===== config.mk =====
export PLATFORM = sky130hd
export DESIGN_NAME = scmp_bus_ctl_flat
export DESIGN_NICKNAME = d
export VERILOG_FILES = /design/src/rtl/scmp_bus_ctl_if.sv /design/src/rtl/scmp_bus_ctl.sv /design/src/flat_wrapper.sv
export SDC_FILE = /design/constraint.sdc
export NUM_CORES = 1
export LEC_CHECK = 0
export CORE_ASPECT_RATIO = 1.75
export CORE_MARGIN = 4
export CORE_UTILIZATION = 45
export DETAILED_ROUTE_END_ITERATION = 6
export PLACE_DENSITY = 0.86
export SYNTH_ARGS = -nofsm -noshare
export SYNTH_HDL_FRONTEND = slang
export SYNTH_SLANG_ARGS = --single-unit

===== constraint.sdc =====
create_clock -name clk -period 4.48 [get_ports clk]
set_input_delay 0.896 -clock clk [delete_from_list [all_inputs] [get_ports clk]]
set_output_delay 0.896 -clock clk [all_outputs]
set_load 0.01 [all_outputs]

===== src/rtl/scmp_bus_ctl_if.sv =====
`default_nettype none
// +----------------------------------------------------------------------------+
// | Module      : scmp_bus_ctl_if                                              |
// | Description : Bundles the microcode-side request/ack handshake and the     |
// |               external bus pins of scmp_bus_ctl.                           |
// |               master modport : the bus controller itself                   |
// |               slave  modport : sequencer + memory/arbiter environment      |
// |               Signals: mc_req/mc_wr/mc_addr/mc_wdata -> controller,        |
// |               mc_ack/mc_rdata/busy <- controller, enin/hold/bus_din ->     |
// |               controller, breq/enout/bus_addr/bus_dout/bus_doe/            |
// |               bus_ADS_n/bus_RD_n/bus_WR_n <- controller.                   |
// | Revision    : 1.0  initial release                                         |
// +----------------------------------------------------------------------------+
interface scmp_bus_ctl_if #(
   parameter int ADDR_W = 16
);
   // microcode sequencer side
   logic              mc_req;
   logic              mc_wr;
   logic [ADDR_W-1:0] mc_addr;
   logic [7:0]        mc_wdata;
   logic              mc_ack;
   logic [7:0]        mc_rdata;
   logic              busy;
   // arbitration daisy chain
   logic              enin;
   logic              breq;
   logic              enout;
   // external bus
   logic              hold;
   logic [ADDR_W-1:0] bus_addr;
   logic [7:0]        bus_din;
   logic [7:0]        bus_dout;
   logic              bus_doe;
   logic              bus_ADS_n;
   logic              bus_RD_n;
   logic              bus_WR_n;

   modport master (
      input  mc_req, mc_wr, mc_addr, mc_wdata, enin, hold, bus_din,
      output mc_ack, mc_rdata, busy, breq, enout,
             bus_addr, bus_dout, bus_doe, bus_ADS_n, bus_RD_n, bus_WR_n
   );

   modport slave (
      output mc_req, mc_wr, mc_addr, mc_wdata, enin, hold, bus_din,
      input  mc_ack, mc_rdata, busy, breq, enout,
             bus_addr, bus_dout, bus_doe, bus_ADS_n, bus_RD_n, bus_WR_n
   );
endinterface
`default_nettype wire


===== src/rtl/scmp_bus_ctl.sv =====
`default_nettype none
// +----------------------------------------------------------------------------+
// | Module      : scmp_bus_ctl                                                 |
// | Description : External bus-cycle controller. Accepts one microcode bus     |
// |               request, optionally arbitrates for the bus (enin/breq/enout  |
// |               daisy chain), issues one ADS_n clock, then an RD_n or WR_n   |
// |               strobe of STROBE_CYC clocks (stretched by hold), and returns |
// |               a one-clock mc_ack.                                          |
// |               Ports: clk, rst_n (async, active-low), bus (master modport   |
// |               of scmp_bus_ctl_if).                                         |
// |               Build macro SCMP_BUS_ARB_EN: when defined, the REQ state and |
// |               enin/breq/enout arbitration are present; when undefined the  |
// |               controller owns the bus unconditionally.                     |
// | Revision    : 1.0  initial release                                         |
// +----------------------------------------------------------------------------+
module scmp_bus_ctl #(
   parameter int STROBE_CYC = 2,   // 1..15 strobe clocks
   parameter int ADDR_W     = 16
) (
   input logic            clk,
   input logic            rst_n,
   scmp_bus_ctl_if.master bus
);

   localparam logic [3:0] c_strobe_cyc = 4'(STROBE_CYC);

`ifdef SCMP_BUS_ARB_EN
   typedef enum logic [2:0] {
      S_IDLE = 3'd0,
      S_REQ  = 3'd1,
      S_ADS  = 3'd2,
      S_STRB = 3'd3,
      S_DONE = 3'd4
   } state_t;
`else
   typedef enum logic [2:0] {
      S_IDLE = 3'd0,
      S_ADS  = 3'd2,
      S_STRB = 3'd3,
      S_DONE = 3'd4
   } state_t;
`endif

   state_t            r_state;
   logic              r_wr;
   logic [3:0]        r_cnt;
   logic [ADDR_W-1:0] r_addr;
   logic [7:0]        r_dout;
   logic [7:0]        r_rdata;
   logic              r_ack;
   logic              r_busy;
   logic              r_doe;
   logic              r_ads_n;
   logic              r_rd_n;
   logic              r_wr_n;
`ifdef SCMP_BUS_ARB_EN
   logic              r_breq;
`endif

   // All outputs are decoded one edge early so they are registered and
   // change together with the state they belong to.
   always_ff @(posedge clk or negedge rst_n) begin
      if (!rst_n) begin
         r_state <= S_IDLE;
         r_wr    <= 1'b0;
         r_cnt   <= 4'd0;
         r_addr  <= '0;
         r_dout  <= 8'd0;
         r_rdata <= 8'd0;
         r_ack   <= 1'b0;
         r_busy  <= 1'b0;
         r_doe   <= 1'b0;
         r_ads_n <= 1'b1;
         r_rd_n  <= 1'b1;
         r_wr_n  <= 1'b1;
`ifdef SCMP_BUS_ARB_EN
         r_breq  <= 1'b0;
`endif
      end else begin
         r_ack <= 1'b0;
         case (r_state)
            S_IDLE: begin
               if (bus.mc_req) begin
                  r_wr   <= bus.mc_wr;
                  r_addr <= bus.mc_addr;
                  r_dout <= bus.mc_wdata;
                  r_busy <= 1'b1;
`ifdef SCMP_BUS_ARB_EN
                  r_state <= S_REQ;
                  r_breq  <= 1'b1;
`else
                  r_state <= S_ADS;
                  r_ads_n <= 1'b0;
                  r_doe   <= bus.mc_wr;
`endif
               end
            end
`ifdef SCMP_BUS_ARB_EN
            S_REQ: begin
               if (bus.enin) begin
                  r_state <= S_ADS;
                  r_ads_n <= 1'b0;
                  r_doe   <= r_wr;
               end
            end
`endif
            S_ADS: begin
               r_state <= S_STRB;
               r_ads_n <= 1'b1;
               r_cnt   <= 4'd1;
               if (r_wr) begin
                  r_wr_n <= 1'b0;
               end else begin
                  r_rd_n <= 1'b0;
               end
            end
            S_STRB: begin
               if (r_cnt < c_strobe_cyc) begin
                  r_cnt <= r_cnt + 4'd1;
               end else if (!bus.hold) begin
                  // hold only matters on the final counted clock; it keeps
                  // the strobe low until it is sampled low.
                  r_state <= S_DONE;
                  r_rd_n  <= 1'b1;
                  r_wr_n  <= 1'b1;
                  r_ack   <= 1'b1;
                  if (!r_wr) begin
                     r_rdata <= bus.bus_din;
                  end
               end
            end
            S_DONE: begin
               r_state <= S_IDLE;
               r_busy  <= 1'b0;
               r_doe   <= 1'b0;
`ifdef SCMP_BUS_ARB_EN
               r_breq  <= 1'b0;
`endif
            end
            default: begin
               r_state <= S_IDLE;
            end
         endcase
      end
   end

   assign bus.mc_ack    = r_ack;
   assign bus.mc_rdata  = r_rdata;
   assign bus.busy      = r_busy;
   assign bus.bus_addr  = r_addr;
   assign bus.bus_dout  = r_dout;
   assign bus.bus_doe   = r_doe;
   assign bus.bus_ADS_n = r_ads_n;
   assign bus.bus_RD_n  = r_rd_n;
   assign bus.bus_WR_n  = r_wr_n;

`ifdef SCMP_BUS_ARB_EN
   assign bus.breq  = r_breq;
   // Pass the enable down the chain only while idle and not about to claim.
   assign bus.enout = bus.enin & (r_state == S_IDLE) & ~bus.mc_req;
`else
   assign bus.breq  = 1'b0;
   assign bus.enout = bus.enin;
`endif

endmodule
`default_nettype wire


===== src/flat_wrapper.sv =====
// flat-port wrapper written by rule: the top's interface ports become plain ports
module scmp_bus_ctl_flat 
#(
   parameter int STROBE_CYC = 2,                         
   parameter int ADDR_W     = 16
)
  (clk, rst_n, bus_mc_req, bus_mc_wr, bus_mc_addr, bus_mc_wdata, bus_enin, bus_hold, bus_bus_din, bus_mc_ack, bus_mc_rdata, bus_busy, bus_breq, bus_enout, bus_bus_addr, bus_bus_dout, bus_bus_doe, bus_bus_ADS_n, bus_bus_RD_n, bus_bus_WR_n);
  scmp_bus_ctl_if #(.ADDR_W(ADDR_W)) bus_i ();
  input logic clk;
  input logic rst_n;
  input wire logic [$bits(bus_i.mc_req)-1:0] bus_mc_req;
  input wire logic [$bits(bus_i.mc_wr)-1:0] bus_mc_wr;
  input wire logic [$bits(bus_i.mc_addr)-1:0] bus_mc_addr;
  input wire logic [$bits(bus_i.mc_wdata)-1:0] bus_mc_wdata;
  input wire logic [$bits(bus_i.enin)-1:0] bus_enin;
  input wire logic [$bits(bus_i.hold)-1:0] bus_hold;
  input wire logic [$bits(bus_i.bus_din)-1:0] bus_bus_din;
  output wire logic [$bits(bus_i.mc_ack)-1:0] bus_mc_ack;
  output wire logic [$bits(bus_i.mc_rdata)-1:0] bus_mc_rdata;
  output wire logic [$bits(bus_i.busy)-1:0] bus_busy;
  output wire logic [$bits(bus_i.breq)-1:0] bus_breq;
  output wire logic [$bits(bus_i.enout)-1:0] bus_enout;
  output wire logic [$bits(bus_i.bus_addr)-1:0] bus_bus_addr;
  output wire logic [$bits(bus_i.bus_dout)-1:0] bus_bus_dout;
  output wire logic [$bits(bus_i.bus_doe)-1:0] bus_bus_doe;
  output wire logic [$bits(bus_i.bus_ADS_n)-1:0] bus_bus_ADS_n;
  output wire logic [$bits(bus_i.bus_RD_n)-1:0] bus_bus_RD_n;
  output wire logic [$bits(bus_i.bus_WR_n)-1:0] bus_bus_WR_n;
  assign bus_i.mc_req = bus_mc_req;
  assign bus_i.mc_wr = bus_mc_wr;
  assign bus_i.mc_addr = bus_mc_addr;
  assign bus_i.mc_wdata = bus_mc_wdata;
  assign bus_i.enin = bus_enin;
  assign bus_i.hold = bus_hold;
  assign bus_i.bus_din = bus_bus_din;
  assign bus_mc_ack = bus_i.mc_ack;
  assign bus_mc_rdata = bus_i.mc_rdata;
  assign bus_busy = bus_i.busy;
  assign bus_breq = bus_i.breq;
  assign bus_enout = bus_i.enout;
  assign bus_bus_addr = bus_i.bus_addr;
  assign bus_bus_dout = bus_i.bus_dout;
  assign bus_bus_doe = bus_i.bus_doe;
  assign bus_bus_ADS_n = bus_i.bus_ADS_n;
  assign bus_bus_RD_n = bus_i.bus_RD_n;
  assign bus_bus_WR_n = bus_i.bus_WR_n;
  scmp_bus_ctl #(.STROBE_CYC(STROBE_CYC), .ADDR_W(ADDR_W)) u_core (.clk(clk), .rst_n(rst_n), .bus(bus_i));
endmodule

# Word level (Yosys, flattened, before mapping)
# Index checks and enable logic that the tools add are counted.
[word_totals]
reg_bits = 46
input_bits = 38
out_inout_bits = 40
[op_classes]
addsub = 1
order_cmp = 1
eq_ne = 9
muxes = 21
bitwise_logic = 3
n_reduce_logical = 12
[ops]
columns = ["op", "count"]
rows = [
  ["$reduce_and A4 Y1", 3],
  ["$mux W1", 10],
  ["$pmux W1 S2", 5],
  ["$mux W3", 3],
  ["$pmux W3 S3", 1],
  ["$ne A2 B2 Y1 const B", 4],
  ["$pmux W4 S2", 1],
  ["$reduce_and A2 Y1", 4],
  ["$eq A3 B2 Y1 const B", 2],
  ["$reduce_bool A2 Y1", 3],
  ["$add A4 B1 Y4 const B", 1],
  ["$lt A4 B2 Y1 const B", 1],
  ["$mux W4", 1],
  ["$ne A2 B1 Y1 const B", 2],
  ["$eq A3 B3 Y1 const B", 1],
  ["$logic_not A3 Y1", 1],
  ["$not A1 Y1", 3],
  ["$reduce_and A3 Y1", 1],
]

# Logic depth before layout (Yosys ltp)
# Gate-level depths: netlist (run 1).
[depth]
depth_word = 3
mapped_depth = 4

# Least setup slack after synthesis (run 1)
# Ideal clock, no wire load.
[synth_path]
path_kind = "input to register"
from = "input port bus_mc_req"
to = "register u_core.r_addr[14] (netlist: u_core.bus.bus_addr[14])"
setup_ps = 125
arrival_ps = 1859
path_slack_ps = 2497
cell_stages = 3
cell_sequence = "nor4b_4 > buf_6 > mux2_2"
[synth_between]
elab_chain_cells = 1
[synth_lines]
columns = ["item", "line", "text"]
rows = [
  ["start: declaration", "flat_wrapper.sv:11", "input wire logic [$bits(bus_i.mc_req)-1:0] bus_mc_req;"],
  ["$reduce_and A2 Y1 (no line)", "-", ""],
  ["end signal: assignment", "scmp_bus_ctl.sv:85", "r_addr <= bus.mc_addr;"],
  ["end: declaration", "scmp_bus_ctl.sv:47", "logic [ADDR_W-1:0] r_addr;"],
]
# No other way between the ends.
# A chain may end at the register's enable or synchronous reset.

# Final worst setup path (run 1)
[layout_path]
from = "input port bus_hold"
to = "register u_core.r_rdata[4] (netlist: u_core.bus.mc_rdata[4])"
[layout_between]
elab_chain_cells = 2
[layout_lines]
columns = ["item", "line", "text"]
rows = [
  ["start: declaration", "flat_wrapper.sv:16", "input wire logic [$bits(bus_i.hold)-1:0] bus_hold;"],
  ["$not A1 Y1 (no line)", "-", ""],
  ["$reduce_and A4 Y1 (no line)", "-", ""],
  ["end signal: assignment", "scmp_bus_ctl.sv:128", "r_rdata <= bus.bus_din;"],
  ["end: declaration", "scmp_bus_ctl.sv:49", "logic [7:0] r_rdata;"],
]
# No other way between the ends.

==> results of run 1 <==
==> per-layer routing <==
layer	vias to the layer above	GRT usage [%]
li1	586	-
met1	639	17.3
met2	43	32.8
met3	8	4.70
met4	0	7.72
met5	-	0
==> registers in the layout (all words and copies together), names as in the netlist <==
signal / cells
u_core.r_state: 3
u_core.bus.mc_rdata: 8
u_core.bus.bus_doe: 1
u_core.bus.bus_WR_n: 1
u_core.bus.bus_dout: 8
u_core.r_wr: 1
u_core.r_cnt: 4
u_core.bus.bus_RD_n: 1
u_core.bus.bus_ADS_n: 1
u_core.bus.busy: 1
u_core.bus.bus_addr: 16
u_core.bus.mc_ack: 1
==> logic make-up after synthesis <==
group / Yosys count
and+or+nand+nor: 20
AOI/OAI and AO/OA: 15
buffers and inverters: 8
other: 1
adders and majority gates: 1
muxes: 34
DFF: 46
==> cell type report <==
cell class / instances / area, sq um
fillers: 287 / 1240
inverters: 1 / 3.75
flip-flops and latches: 46 / 1150
clock buffers: 7 / 86.3
repair buffers: 75 / 743
well taps: 48 / 60.1
multi-input cells: 71 / 643
clock inverters: 1 / 5.00
==> where the power goes <==
| part | switching (mW) | internal, mW |
|---|---|---|
| Sequential | 0.143 | 0.615 |
| Clock | 0.129 | 0.124 |
| Combinational | 0.319 | 0.509 |
| Total | 0.590 | 1.25 |
==> per-stage QoR <==
stage	setup WS, ns	area, sq um	util, %	power (mW)	cells
after floorplan	2.50	1860	-	1.15	125
after global placement	1.97	2610	66.1	1.55	241
after detailed placement	1.91	2610	66.1	1.60	241
after CTS	2.17	2700	68.4	1.87	249
after global routing	2.13	2700	68.4	1.95	249
final	2.18	2700	68.4	1.84	249
==> worst max-delay path, cell delays in order <==
cell and delay [ns]:
clkdlybuf4s50_1 0.47, nand2b_1 0.24, nor4_4 0.47, mux2_2 0.40
==> worst paths after layout <==
path | from | endpoint | slack [ns] | depth (start not counted)
min in group asynchronous | rst_n | u_core.bus.bus_addr[15]$_DFFE_PN0P_ | 0.76 | 1
min | u_core.bus.mc_rdata[6]$_DFFE_PN0P_ | u_core.bus.mc_rdata[6]$_DFFE_PN0P_ | 0.51 | 1
max reg2reg | u_core.r_state[2]$_DFFE_PN0P_ | u_core.bus.mc_rdata[4]$_DFFE_PN0P_ | 2.63 | 3
min reg2reg | u_core.bus.mc_rdata[6]$_DFFE_PN0P_ | u_core.bus.mc_rdata[6]$_DFFE_PN0P_ | 0.51 | 1
max | bus_hold | u_core.bus.mc_rdata[4]$_DFFE_PN0P_ | 2.18 | 4
max in group asynchronous | rst_n | u_core.bus.bus_dout[0]$_DFFE_PN0P_ | 3.11 | 1
==> cells in the mapped netlist (all sizes together), types with 2 or more instances <==
| cell type | number |
|---|---|
| nor3b | 2 |
| a21oi | 6 |
| buf | 7 |
| nor2 | 6 |
| o22a | 2 |
| o21ai | 2 |
| mux2 | 33 |
| nand2b | 2 |
| dfrtp | 43 |
| dfstp | 3 |
| nor2b | 2 |
| nor3 | 4 |
| nand3b | 2 |
==> reports/qor.csv, run 1 <==
stage;metric;value;unit
floorplan;core area;3940;sq um
yosys;post-synthesis mux area share;20.5;%
yosys;Synth cell types;29;
power_and_ir_drop;leak pwr;1.12;nW
power_and_ir_drop;power per cell area;682;nW/um^2
timing;Worst-Margin Slew;0.985;ns
critical_path;Crit Path Class;in -> reg;
routing;DR vias;1276;
yosys;compound-cell area share of the yosys netlist;5.11;%
routing;DR pass1 iterations;4;
routing;DRC Markers;0;
yosys;Post-Synth Simple-Gate Area;8.07;%
clocking;hold buffers post-CTS;0;
min_path;HP Class;reg -> reg;
timing;fin crit share;51.4;%
layout;Final nets;239;
clocking;total CTS buffers;5;
global_route;antenna violations before repair;0;
layout;commonest non-fill, non-tap cell in the layout;clkdlybuf4s50_1;
routing;post-route ant nets;0;
yosys;XOR/XNOR share of the synthesized area;0;%
run;Max-Cap Viols;0;
yosys;Post-Synthesis Cell Area;1860;sq um
critical_path;WP data required;4.66;ns
timing;setup TNS;0;ns
routing;WL met1;1.43;mm
routing;WL/cell;17.3;microns
clocking;H-tree levels;2;
run_status;status;finished clean;
yosys;syn nets;164;
yosys;yosys warns;0;
floorplan;FP Rows;30;
timing;post-layout min period;2.30;ns
clocking;clk buf depth;2;
clocking;CTS tree;done;
layout;area grow syn2layout;44.9;%
routing;Via density;5.12;
floorplan;I/O pin total;78;
yosys;Synth Instances;125;
critical_path;WP data arrival;2.48;ns
timing;Slew headroom;34.3;%
global_route;largest net degree at the start of global routing;47;
timing;fmax;434;MHz
timing;clock skew;0.00203;ns
timing;final hold violation count;0;
timing;WHS;0.507;ns
clocking;Clock Latency Late Sink;0.29;ns
clocking;post-CTS sizing;0;
yosys;Post-synth EDFFs;0;
yosys;post-synthesis sequential area ratio;62.1;%
clocking;CTS root buf;clkbuf_8;
floorplan;initial core utilization;47.2;%
routing;metal3 WL;247;microns
global_route;Overall Global Routing Usage;17.5;%
layout;share of cells above drive strength 1;23.9;%
routing;1st-iter DRT viols;11;
global_route;gr ovfl total;0;
yosys;top cells by area, synth;dfrtp_1 (58%), mux2_2 (19%), dfstp_2 (4.2%);
timing;RSZ-0062 raised after global routing;no;
yosys;syn_area_per_cell;14.9;sq um
critical_path;critical path endpoint category;flip-flop;
floorplan;Die ar.;5270;sq um
clocking;clk slew on worst S/H paths;0.08;ns
power_and_ir_drop;VDD IR-drop max;0.000387;V
global_route;vias in the first global route;1432;
yosys;adder-cell share of the synthesized area;0.672;%
timing;final setup violation count;0;
yosys;post-synth top area share;57.8;%
floorplan;Die W;56.6;microns
yosys;Post-synth ARST share;100;%
placed_design;gpl congestion;0.690;
layout;most frequent cells in the layout;clkdlybuf4s50_1 (73), dfrtp_1 (43), mux2_2 (32);
routing;metal2 WL;2.54;mm
critical_path;Critical Path Fanout Max;8;
floorplan;Die H;93.1;microns
layout;number of diodes;0;
clocking;total setup buffers inserted after CTS;0;
timing;Slew Limit Fails;0;
yosys;FF+latch count, synth;46;
routing;DR top layer;met4;
placed_design;Port Buf Inserts;74;
yosys;Top FF cell, synth;dfrtp_1;
global_route;global-route wire length before repair;6.99;mm
placed_design;DP HPWL;3.27;mm
yosys;largest family of logic cells by synthesized area;multiplexers;
routing;Routed WL;4.30;mm
critical_path;Setup crit start kind;input port;
yosys;cell taking the most area after synthesis;dfrtp_1;
clocking;Clock Sinks;46;
No activity file was read; power rests on OpenSTA's default activity.
==> run 2, diff against run 1 <==
--- a/config.mk
+++ b/config.mk
@@ -7,9 +7,9 @@
 export LEC_CHECK = 0
 export CORE_ASPECT_RATIO = 1.75
 export CORE_MARGIN = 4
-export CORE_UTILIZATION = 45
+export CORE_UTILIZATION = 42
 export DETAILED_ROUTE_END_ITERATION = 6
-export PLACE_DENSITY = 0.86
+export PLACE_DENSITY = 0.81
 export SYNTH_ARGS = -nofsm -noshare
 export SYNTH_HDL_FRONTEND = slang
 export SYNTH_SLANG_ARGS = --single-unit
==> constraint.sdc (replaced) <==
create_clock -name clk -period 2.25 [get_ports clk]
set_input_delay 0.45 -clock clk [delete_from_list [all_inputs] [get_ports clk]]
set_output_delay 0.45 -clock clk [all_outputs]
set_load 0.01 [all_outputs]
==> run 2 against run 1 <==
Critical path type is now reg -> out; hold slack worse by 0.46 ns; largest power group unchanged; die area is 6.3% higher; cell count is 2.0% higher.
==> reports/qor.csv, run 2 (synthesized netlist as in run 1, its figures left out) <==
stage;metric;value;unit;change
placed_design;placed insts;246;;+2.1%
clocking;Clock Sinks;46;;unchanged
routing;DR pass1 iterations;4;;unchanged
timing;fin crit share;82.3;%;
clocking;Clock Latency Late Sink;0.30;ns;about the same
critical_path;CP peak stage delay;0.56;ns;+0.09 ns
layout;number of diodes;0;;unchanged
timing;clock skew;0.00540;ns;+0.00337 ns
global_route;largest net degree at the start of global routing;19;;-60%
run;Max-Cap Viols;0;;unchanged
layout;share of cells above drive strength 1;25.9;%;+2.0 points
critical_path;CP max-delay cell;dfstp_2;;
run_status;status;finished clean;;
floorplan;core area;4230;sq um;+7.3%
placed_design;Port Buf Inserts;74;;unchanged
clocking;clk slew on worst S/H paths;0.08;ns;about the same
clocking;H-tree levels;2;;unchanged
routing;Via density;5.11;;-0.36%
routing;post-route ant nets;0;;unchanged
clocking;clk buf depth;2;;unchanged
clocking;post-CTS sizing;0;;unchanged
critical_path;WP data required;1.80;ns;-2.86 ns
routing;WL/cell;17.0;microns;-1.7%
critical_path;critical path endpoint category;primary output;;
placed_design;dpl cell area;2640;sq um;+1.2%
routing;Routed WL;4.31;mm;+0.30%
clocking;hold buffers post-CTS;0;;unchanged
critical_path;Critical Path Fanout Max;3;;-5
power_and_ir_drop;power per cell area;1350;nW/um^2;+98%
timing;RSZ-0062 raised after global routing;no;;
critical_path;Setup crit start kind;flip-flop;;
clocking;total setup buffers inserted after CTS;0;;unchanged
critical_path;WP data arrival;1.40;ns;-1.08 ns
layout;Final nets;243;;+1.7%
floorplan;I/O pin total;78;;unchanged
routing;1st-iter DRT viols;9;;-2
layout;Largest register FFs;16;;unchanged
routing;DRC Markers;0;;unchanged
placed_design;gpl congestion;0.754;;+9.2%
global_route;global-route wire length before repair;7.25;mm;+3.7%
layout;Final Instance Area;2730;sq um;+1.3%
timing;final hold violation count;0;;unchanged
timing;post-layout min period;1.85;ns;
global_route;antenna violations before repair;0;;unchanged
power_and_ir_drop;leak pwr;1.14;nW;+1.7%
global_route;vias in the first global route;1552;;+8.4%
floorplan;Die H;96.0;microns;+3.2%
timing;Worst-Margin Slew;0.572;ns;-0.413 ns
min_path;HP Class;in -> async;;
timing;WHS;0.0498;ns;-0.458 ns
timing;Slew headroom;61.6;%;+27 points
layout;area grow syn2layout;46.8;%;
clocking;total CTS buffers;5;;unchanged
layout;commonest non-fill, non-tap cell in the layout;clkdlybuf4s50_1;;
floorplan;initial core utilization;44.0;%;-3.2 points
timing;final setup violation count;0;;unchanged
routing;DR vias;1297;;+1.6%
timing;setup TNS;0;ns;unchanged
global_route;gr ovfl total;0;;unchanged
critical_path;family with the most delay on the worst path;flip-flops;;
critical_path;crit-path cells;clkdlybuf4s50_1;;
floorplan;Die W;58.3;microns;+3.0%
power_and_ir_drop;VDD IR-drop max;0.000826;V;+110%
placed_design;DP HPWL;3.38;mm;+3.3%
critical_path;Buf/Inv on CP;1;;unchanged
floorplan;FP Rows;31;;+3.3%
layout;Final Non-Filler Cells;254;;+2.0%
clocking;CTS root buf;clkbuf_8;;
global_route;Overall Global Routing Usage;17.5;%;+0.027 points
layout;most frequent cells in the layout;clkdlybuf4s50_1 (73), dfrtp_1 (43), mux2_2 (32);;
timing;Slew Limit Fails;0;;unchanged
floorplan;Die ar.;5600;sq um;+6.3%
critical_path;Crit Path Class;reg -> out;;
timing;fmax;540;MHz;
layout;Core Util, Final;64.6;%;-3.8 points
clocking;CTS tree;done;;
[run 2: cell count changes in the layout (fill, tap and decap cells not counted), sizes merged]
cell	delta
buf	+4
clkbuf	-1
clkinvlp	+1
[run 2: path summary, 6_finish.rpt]
| path | from | to | slack, ns | cells past startpoint |
|---|---|---|---|---|
| worst max-delay path | u_core.bus.bus_WR_n$_DFFE_PN1P_ | bus_bus_WR_n | 0.40 | 1 |
| worst min-delay path | rst_n | u_core.bus.mc_rdata[2]$_DFFE_PN0P_ | 0.05 | 1 |
| worst max register to register | u_core.r_state[2]$_DFFE_PN0P_ | u_core.bus.mc_rdata[2]$_DFFE_PN0P_ | 0.55 | 4 |
| worst min register to register | u_core.bus.bus_addr[6]$_DFFE_PN0P_ | u_core.bus.bus_addr[6]$_DFFE_PN0P_ | 0.50 | 1 |
| max in group asynchronous | rst_n | u_core.bus.bus_RD_n$_DFFE_PN1P_ | 1.61 | 2 |
| min in group clk | u_core.bus.bus_addr[6]$_DFFE_PN0P_ | u_core.bus.bus_addr[6]$_DFFE_PN0P_ | 0.50 | 1 |
[run 2: area by class of cell]
class,count,area [sq um]
Tap cell,49,61.3
Multi-Input combinational cell,71,643
Timing Repair Buffer,79,773
Clock inverter,2,12.5
Clock buffer,6,82.6
Fill cell,327,1500
Inverter,1,3.75
Sequential cell,46,1150
[run 2: power breakdown]
part	internal (mW)	leakage, nW	switching [mW]
registers	1.22	0.548	0.271
clock network	0.247	0.0472	0.275
logic	1.02	0.543	0.646
total	2.50	1.14	1.19
[run 2: metal layers]
metal	track usage [%]	routed length, microns	part of all wire [%]
met1	17.5	1470	34
met2	31.3	2440	56
met3	6.31	293	6.8
met4	8.12	114	2.6
met5	0	0	0
[run 2: metrics by stage]
step	total power, mW	setup WS, ns
finish	3.69	0.398
global route	3.94	0.357
CTS	3.74	0.385
detailed placement	3.21	0.275
global placement	3.12	0.308
floorplan	2.30	0.570
[run 2: worst reg2reg max path: stages, from the launching register on]
cell and delay [ns]:
dfrtp_1 0.49, nand2b_2 0.29, nor4_4 0.23, buf_4 0.21
mux2_2 0.36
